File: config.mk
export PLATFORM = sky130hd
export DESIGN_NAME = stopwatch_lap_controller
export DESIGN_NICKNAME = d
export VERILOG_FILES = /design/src/rtl/stopwatch_lap_controller.sv
export SDC_FILE = /design/constraint.sdc
export NUM_CORES = 1
export LEC_CHECK = 0
export CORE_MARGIN = 2
export CORE_UTILIZATION = 40
export DETAILED_ROUTE_END_ITERATION = 12
export GPL_TIMING_DRIVEN = 0
export PLACE_DENSITY = 0.64
export SYNTH_ARGS = -nofsm -noshare
export SYNTH_HDL_FRONTEND = slang
export SYNTH_SLANG_ARGS = --single-unit
File: constraint.sdc
create_clock -name clk -period 6 [get_ports clk]
set_input_delay 1.2 -clock clk [delete_from_list [all_inputs] [get_ports clk]]
set_output_delay 1.2 -clock clk [all_outputs]
set_load 0.005 [all_outputs]
File: src/rtl/stopwatch_lap_controller.sv
// Stopwatch sequencing controller.
// Conditions three raw push-buttons (synchronise, debounce, rising-edge pulse), drives the
// counter run/clr controls, captures lap times into a circular buffer and selects what the
// display shows: live count, the lap just taken (frozen) or a recalled lap.
//
// Ports:
//   clk            system clock
//   reset          asynchronous active-low reset
//   start_stop_btn raw start/stop button
//   lap_btn        raw lap/recall button
//   reset_btn      raw stopwatch-clear button
//   time_in        current count from the counter datapath
//   run            counter enable
//   clr            counter synchronous clear
//   disp_sel       0 = show time_in, 1 = show lap_out
//   lap_out        lap value to display (registered)
//   lap_idx        index of the displayed lap, 0 = oldest stored
//   lap_cnt        number of stored laps, saturates at 2**LAP_IDX_W
module stopwatch_lap_controller #(
    parameter int unsigned TIME_W      = 24,
    parameter int unsigned DEB_CYCLES  = 16,
    parameter int unsigned LAP_IDX_W   = 2,
    parameter int unsigned HOLD_CYCLES = 1000
) (
    input  logic                 clk,
    input  logic                 reset,
    input  logic                 start_stop_btn,
    input  logic                 lap_btn,
    input  logic                 reset_btn,
    input  logic [TIME_W-1:0]    time_in,
    output logic                 run,
    output logic                 clr,
    output logic                 disp_sel,
    output logic [TIME_W-1:0]    lap_out,
    output logic [LAP_IDX_W-1:0] lap_idx,
    output logic [LAP_IDX_W:0]   lap_cnt
);

    localparam int          LAP_DEPTH = 2 ** LAP_IDX_W;
    localparam int unsigned DEB_W     = $clog2(DEB_CYCLES + 1);
    localparam int unsigned HOLD_W    = $clog2(HOLD_CYCLES);
    localparam logic [LAP_IDX_W:0] LAP_FULL  = (LAP_IDX_W + 1)'(LAP_DEPTH);
    localparam logic [HOLD_W-1:0]  HOLD_LOAD = HOLD_W'(HOLD_CYCLES - 1);

    // ------------------------------------------------------------------
    // Button conditioning. Bit 0 = start/stop, bit 1 = lap, bit 2 = reset.
    // ------------------------------------------------------------------
    logic [2:0]       btn_raw;
    logic [2:0]       sync1_q, sync2_q, level_q, press_q;
    logic [DEB_W-1:0] deb_cnt_q [3];

    assign btn_raw = {reset_btn, lap_btn, start_stop_btn};

    always_ff @(posedge clk or negedge reset) begin
        if (!reset) begin
            sync1_q <= '0;
            sync2_q <= '0;
            level_q <= '0;
            press_q <= '0;
            for (int i = 0; i < 3; i++) begin
                deb_cnt_q[i] <= '0;
            end
        end else begin
            sync1_q <= btn_raw;
            sync2_q <= sync1_q;
            for (int i = 0; i < 3; i++) begin
                press_q[i] <= 1'b0;
                if (sync2_q[i] == level_q[i]) begin
                    deb_cnt_q[i] <= '0;
                end else if (deb_cnt_q[i] == DEB_W'(DEB_CYCLES)) begin
                    // Stable for the full window: accept the new level. Only a 0->1 change
                    // produces a press pulse.
                    level_q[i]   <= ~level_q[i];
                    deb_cnt_q[i] <= '0;
                    press_q[i]   <= ~level_q[i];
                end else begin
                    deb_cnt_q[i] <= deb_cnt_q[i] + 1'b1;
                end
            end
        end
    end

    // Priority: clear > start/stop > lap.
    logic rst_press, ss_press, lap_press;
    assign rst_press = press_q[2];
    assign ss_press  = press_q[0] & ~press_q[2];
    assign lap_press = press_q[1] & ~press_q[0] & ~press_q[2];

    // ------------------------------------------------------------------
    // Sequencing FSM and lap buffer
    // ------------------------------------------------------------------
    typedef enum logic [2:0] {
        StIdle,
        StRun,
        StLapHold,
        StPause,
        StRecall
    } state_e;

    state_e               state_q, state_d;
    logic [HOLD_W-1:0]    hold_q, hold_d;
    logic [LAP_IDX_W-1:0] wr_ptr_q, wr_ptr_d;
    logic [LAP_IDX_W-1:0] lap_idx_q, lap_idx_d;
    logic [LAP_IDX_W:0]   lap_cnt_q, lap_cnt_d;
    logic [TIME_W-1:0]    lap_out_q, lap_out_d;
    logic [TIME_W-1:0]    lap_buf_q [LAP_DEPTH];
    logic                 run_q, clr_q, disp_sel_q;
    logic                 cap_en;

    logic                 lap_full;
    logic [LAP_IDX_W-1:0] rd_base, idx_next, rd_next;
    logic [LAP_IDX_W:0]   last_idx;

    // Once the buffer has wrapped, the oldest entry sits at wr_ptr.
    assign lap_full = (lap_cnt_q == LAP_FULL);
    assign rd_base  = lap_full ? wr_ptr_q : '0;
    assign idx_next = lap_idx_q + 1'b1;
    assign rd_next  = rd_base + idx_next;
    assign last_idx = lap_cnt_q - 1'b1;

    always_comb begin
        state_d   = state_q;
        hold_d    = hold_q;
        wr_ptr_d  = wr_ptr_q;
        lap_idx_d = lap_idx_q;
        lap_cnt_d = lap_cnt_q;
        lap_out_d = lap_out_q;
        cap_en    = 1'b0;

        if (rst_press) begin
            state_d   = StIdle;
            lap_cnt_d = '0;
            wr_ptr_d  = '0;
            lap_idx_d = '0;
            lap_out_d = '0;
        end else begin
            unique case (state_q)
                StIdle: begin
                    if (ss_press) state_d = StRun;
                end
                StRun: begin
                    if (ss_press) begin
                        state_d = StPause;
                    end else if (lap_press) begin
                        cap_en  = 1'b1;
                        state_d = StLapHold;
                    end
                end
                StLapHold: begin
                    if (ss_press) begin
                        state_d = StPause;
                    end else if (lap_press) begin
                        cap_en = 1'b1;
                    end else if (hold_q == '0) begin
                        state_d = StRun;
                    end else begin
                        hold_d = hold_q - 1'b1;
                    end
                end
                StPause: begin
                    if (ss_press) begin
                        state_d = StRun;
                    end else if (lap_press && (lap_cnt_q != '0)) begin
                        state_d   = StRecall;
                        lap_idx_d = '0;
                        lap_out_d = lap_buf_q[rd_base];
                    end
                end
                StRecall: begin
                    if (ss_press) begin
                        state_d   = StRun;
                        lap_idx_d = '0;
                    end else if (lap_press) begin
                        if ({1'b0, lap_idx_q} == last_idx) begin
                            state_d   = StPause;
                            lap_idx_d = '0;
                        end else begin
                            lap_idx_d = idx_next;
                            lap_out_d = lap_buf_q[rd_next];
                        end
                    end
                end
                default: state_d = StIdle;
            endcase
        end

        if (cap_en) begin
            hold_d    = HOLD_LOAD;
            wr_ptr_d  = wr_ptr_q + 1'b1;
            lap_cnt_d = lap_full ? lap_cnt_q : lap_cnt_q + 1'b1;
            lap_out_d = time_in;
        end
    end

    // Outputs are decoded from the next state so the registered copies always match
    // the state register.
    always_ff @(posedge clk or negedge reset) begin
        if (!reset) begin
            state_q    <= StIdle;
            hold_q     <= '0;
            wr_ptr_q   <= '0;
            lap_idx_q  <= '0;
            lap_cnt_q  <= '0;
            lap_out_q  <= '0;
            run_q      <= 1'b0;
            clr_q      <= 1'b1;
            disp_sel_q <= 1'b0;
            for (int i = 0; i < LAP_DEPTH; i++) begin
                lap_buf_q[i] <= '0;
            end
        end else begin
            state_q    <= state_d;
            hold_q     <= hold_d;
            wr_ptr_q   <= wr_ptr_d;
            lap_idx_q  <= lap_idx_d;
            lap_cnt_q  <= lap_cnt_d;
            lap_out_q  <= lap_out_d;
            run_q      <= (state_d == StRun) || (state_d == StLapHold);
            clr_q      <= (state_d == StIdle);
            disp_sel_q <= (state_d == StLapHold) || (state_d == StRecall);
            if (cap_en) begin
                lap_buf_q[wr_ptr_q] <= time_in;
            end
        end
    end

    assign run      = run_q;
    assign clr      = clr_q;
    assign disp_sel = disp_sel_q;
    assign lap_out  = lap_out_q;
    assign lap_idx  = lap_idx_q;
    assign lap_cnt  = lap_cnt_q;

endmodule

==> results by group <==
Cells and area
  – Commonest cells after routing, fill and taps aside: dfrtp_1, mux2_2, nand2_1
  – Net count, final: between 900 and 1000
  – FILL cells: slightly below 2000
  – Layout cell share with drive strength beyond 1: 0.192
  – Commonest non-fill, non-tap cell in the layout: dfrtp_1
  – # diodes: 0
  – Fin area: between 10000 and 15000 um2
  – Area Growth Syn to Fin: 18.1%
  – Final design utilization: 0.482

GRT
  – Initial antenna violation count: 0
  – Largest net degree at the start of global routing: between 100 and 150
  – Global-route wire length before repair: ~38000 um
  – Vias in the first global route: 7097
  – GRT overflow: 0
  – GRT Overall Usage: 0.202

Setup path
  – Max incr delay on CP: slightly below 0.6 ns
  – Worst path slowest cell: clkbuf_1
  – Worst Setup Path Type: reg2reg
  – CP arrival: 3.73 ns
  – Critical-path cell list: inv_1, ha_1, and3_1, ha_1, clkbuf_1, nand2_1, nor2_1, clkbuf_1, a211oi_1, a21oi_1
  – CP Capture Type: flop
  – Crit path buffers/inverters: 3
  – CP Launch Type: flop
  – CP delay by family, top: buffers and inverters
  – Max FO, Critical Path: 10
  – WP data required: ~6.4 ns

Die
  – Rows: 54
  – Die W: about 150 um
  – Initial core utilization: 0.408
  – Core footprint: about 22000 um2
  – Die height: 153 um
  – Die area: ~23000 um2
  – Io pins: ~60

Routing
  – ANT nets after route: 0
  – First-pass DRT Iterations: 4
  – Via count: around 6800
  – Via/cell ratio: 5.80
  – Iteration-0 DRC Markers: about 560
  – WL final: between 20000 and 25000 um
  – Drt wl/cell: 19.5 um
  – Drt drc: 0

Power
  – PD cells: between 200 and 250 nW/um2
  – Combinational Power Share: 0.049
  – Clk pwr share: 0.468
  – Overall Power: around 2.5 mW
  – Sequential Power Share: 0.483
  – NetSw: around 0.6 mW
  – Internal power: 1.92 mW
  – Static leakage: around 4.4 nW
  – VDD IR max: ~0.14 mV
  – Net Sw Frac: 0.237

Logic synthesis
  – Synthesized area: between 8000 and 9000 um2
  – Seq cells post-synth: 170
  – Yosys warnings: 0
  – Area contributors post-synth: dfrtp_1, mux2_2, mux2i_1, o221ai_1, nand2_1
  – XOR/XNOR share of the synthesized area: 0.0221
  – Syn avg cell area: 11.1 um2
  – Compound-cell area share of the yosys netlist: 0.144
  – Yosys cell types: 59
  – Mapped Nets: 850
  – Largest family of logic cells by synthesized area: multiplexers
  – Post-synth EDFFs: 0
  – Simple-gate share of the synthesized area: 0.112
  – Sequential fraction of the synthesis area: 0.478
  – Mapped Cells: roughly 810
  – Asr flop ratio synth: 1.00
  – Post-synth top area share: 0.475
  – Synth Flop Type: dfrtp_1
  – Mux cell area share after synthesis: 0.185
  – Synth Area in Adders: 0.0225
  – Largest area contributor in the netlist: dfrtp_1

Placed design
  – Routability cong.: 0.826
  – DP HPWL: between 10000 and 15000 um
  – Port Buf Inserts: 60
  – DP Area: roughly 9900 um2

STA
  – Final setup fails: 0
  – RSZ-0062 raised after global routing: false
  – Fin. Hold Viols: 0
  – Worst-margin pin slew: 0.912 ns
  – Achievable Freq: slightly below 300 MHz
  – Tcrit/Tclk final: 0.563
  – Slew Limit Fails: 0
  – Rel. slew slack: 0.392
  – Crit path time final: ~3.4 ns
  – Clock skew: roughly 0.012 ns

Outcome
  – Status: complete, no violations

Clock network
  – CTS root buf: clkbuf_16
  – H-tree depth: 4
  – Clock Sinks: 170
  – Hold Buf Count CTS: 0
  – Setup Fix Bufs, Post-CTS: 0
  – Num CTS Buffers: 17
  – Clk pin slew, worst setup/hold paths: 0.07 ns
  – CTS tree: yes
  – Worst-Skew Late Latency: roughly 0.44 ns
  – Max clock buf depth: 2
  – Cts repair resizes: 0

Min path
  – Worst Hold Class: reg2reg

Flow run
  – Maxcap violations: 0
==> cells in the mapped netlist, drive strengths merged, types with 2 or more instances <==
library cell,instances
nor2b,5
o221ai,46
clkbuf,31
nand3,37
or3,3
nor2,32
xnor2,10
o21ai,36
mux2i,52
nor3b,7
inv,20
o211ai,2
nand2,69
dfrtp,169
a31oi,9
xor2,9
ha,16
a22oi,23
nand2b,3
mux2,100
nor3,8
and4,5
and2,8
and3,4
or2,2
nand4,2
a211oi,25
a21oi,31
buf,22
==> worst register-to-register path: cells and delay by family (launching register included) <==
kind                       cells  cell delay [ns]
buffers and inverters          3             1.08
AOI/OAI and AO/OA              2             0.36
adders and majority gates      2             0.65
DFF                            1             0.44
and+or+nand+nor                3             0.77
==> power groups by stage <==
| stage | sequential, mW | combinational, mW | clock (mW) |
|---|---|---|---|
| final | 1.22 | 0.124 | 1.18 |
| after detailed placement | 1.24 | 0.126 | 0 |
| after global placement | 1.24 | 0.121 | 0 |
| after global routing | 1.22 | 0.140 | 1.25 |
| after CTS | 1.22 | 0.126 | 1.20 |
| after floorplan | 1.23 | 0.0612 | 0 |
==> sequential cells by signal (all words and copies together), names as in the netlist <==
signal and flops:
lap_idx 2, lap_out 24, lap_buf_q 96, run 1, disp_sel 1, press_q 3, sync1_q 3, wr_ptr_q 2
state_q 3, hold_q 10, clr 1, lap_cnt 3, sync2_q 3, deb_cnt_q 15, level_q 3
==> per-stage QoR <==
step,setup WS (ns),TNS (ns),hold WS [ns],instances
3_3_place_gp,-3.45,-582.63,0.336,1145
4_1_cts,2.66,0,0.348,1178
5_1_grt,2.36,0,0.359,1178
3_5_place_dp,2.68,0,0.335,1146
2_1_floorplan,3.53,0,0.331,805
6_report,2.62,0,0.348,1178
==> area by class of cell <==
class / count / area [um2] / area share
clock inverter: 15 / 206 / 0.0196
buffer: 53 / 250 / 0.0238
timing repair buffer: 61 / 633 / 0.0602
clock buffer: 17 / 425 / 0.0404
inverter: 20 / 75.1 / 0.00714
multi-input combinational: 562 / 4320 / 0.411
tap: 280 / 350 / 0.0333
sequential: 170 / 4260 / 0.405
==> cells by family (layout without fill, tap and decap cells) <==
kind of cell | after synthesis | after routing
compound gates | 182 | 182
xor+xnor | 20 | 20
fa+ha+maj | 16 | 16
buf+inv | 73 | 166
flops | 170 | 170
mux | 152 | 152
simple gates | 192 | 192
==> routing by layer <==
| layer | vias up | track usage | part of all wire |
|---|---|---|---|
| met5 | - | 0 | 0 |
| met4 | 0 | 0.0679 | 0.015 |
| li1 | 3150 | - | - |
| met1 | 3455 | 0.281 | 0.47 |
| met2 | 197 | 0.322 | 0.47 |
| met3 | 26 | 0.0346 | 0.044 |
==> path summary, 6_finish.rpt <==
path / from / slack (ns) / end / depth (start not counted)
worst max-delay path: lap_cnt[0]$_DFFE_PN0P_ / 2.62 / lap_out[17]$_DFFE_PN0P_ / 10
worst min-delay path: sync1_q[1]$_DFF_PN0_ / 0.35 / sync2_q[1]$_DFF_PN0_ / 0
worst max register to register: lap_cnt[0]$_DFFE_PN0P_ / 2.62 / lap_out[17]$_DFFE_PN0P_ / 10
worst min register to register: sync1_q[1]$_DFF_PN0_ / 0.35 / sync2_q[1]$_DFF_PN0_ / 0
max in group asynchronous: reset / 4.40 / lap_buf_q[45]$_DFFE_PN0P_ / 2
min in group asynchronous: reset / 0.80 / deb_cnt_q[4]$_DFF_PN0_ / 1
Power figures use the tool's default switching activity.
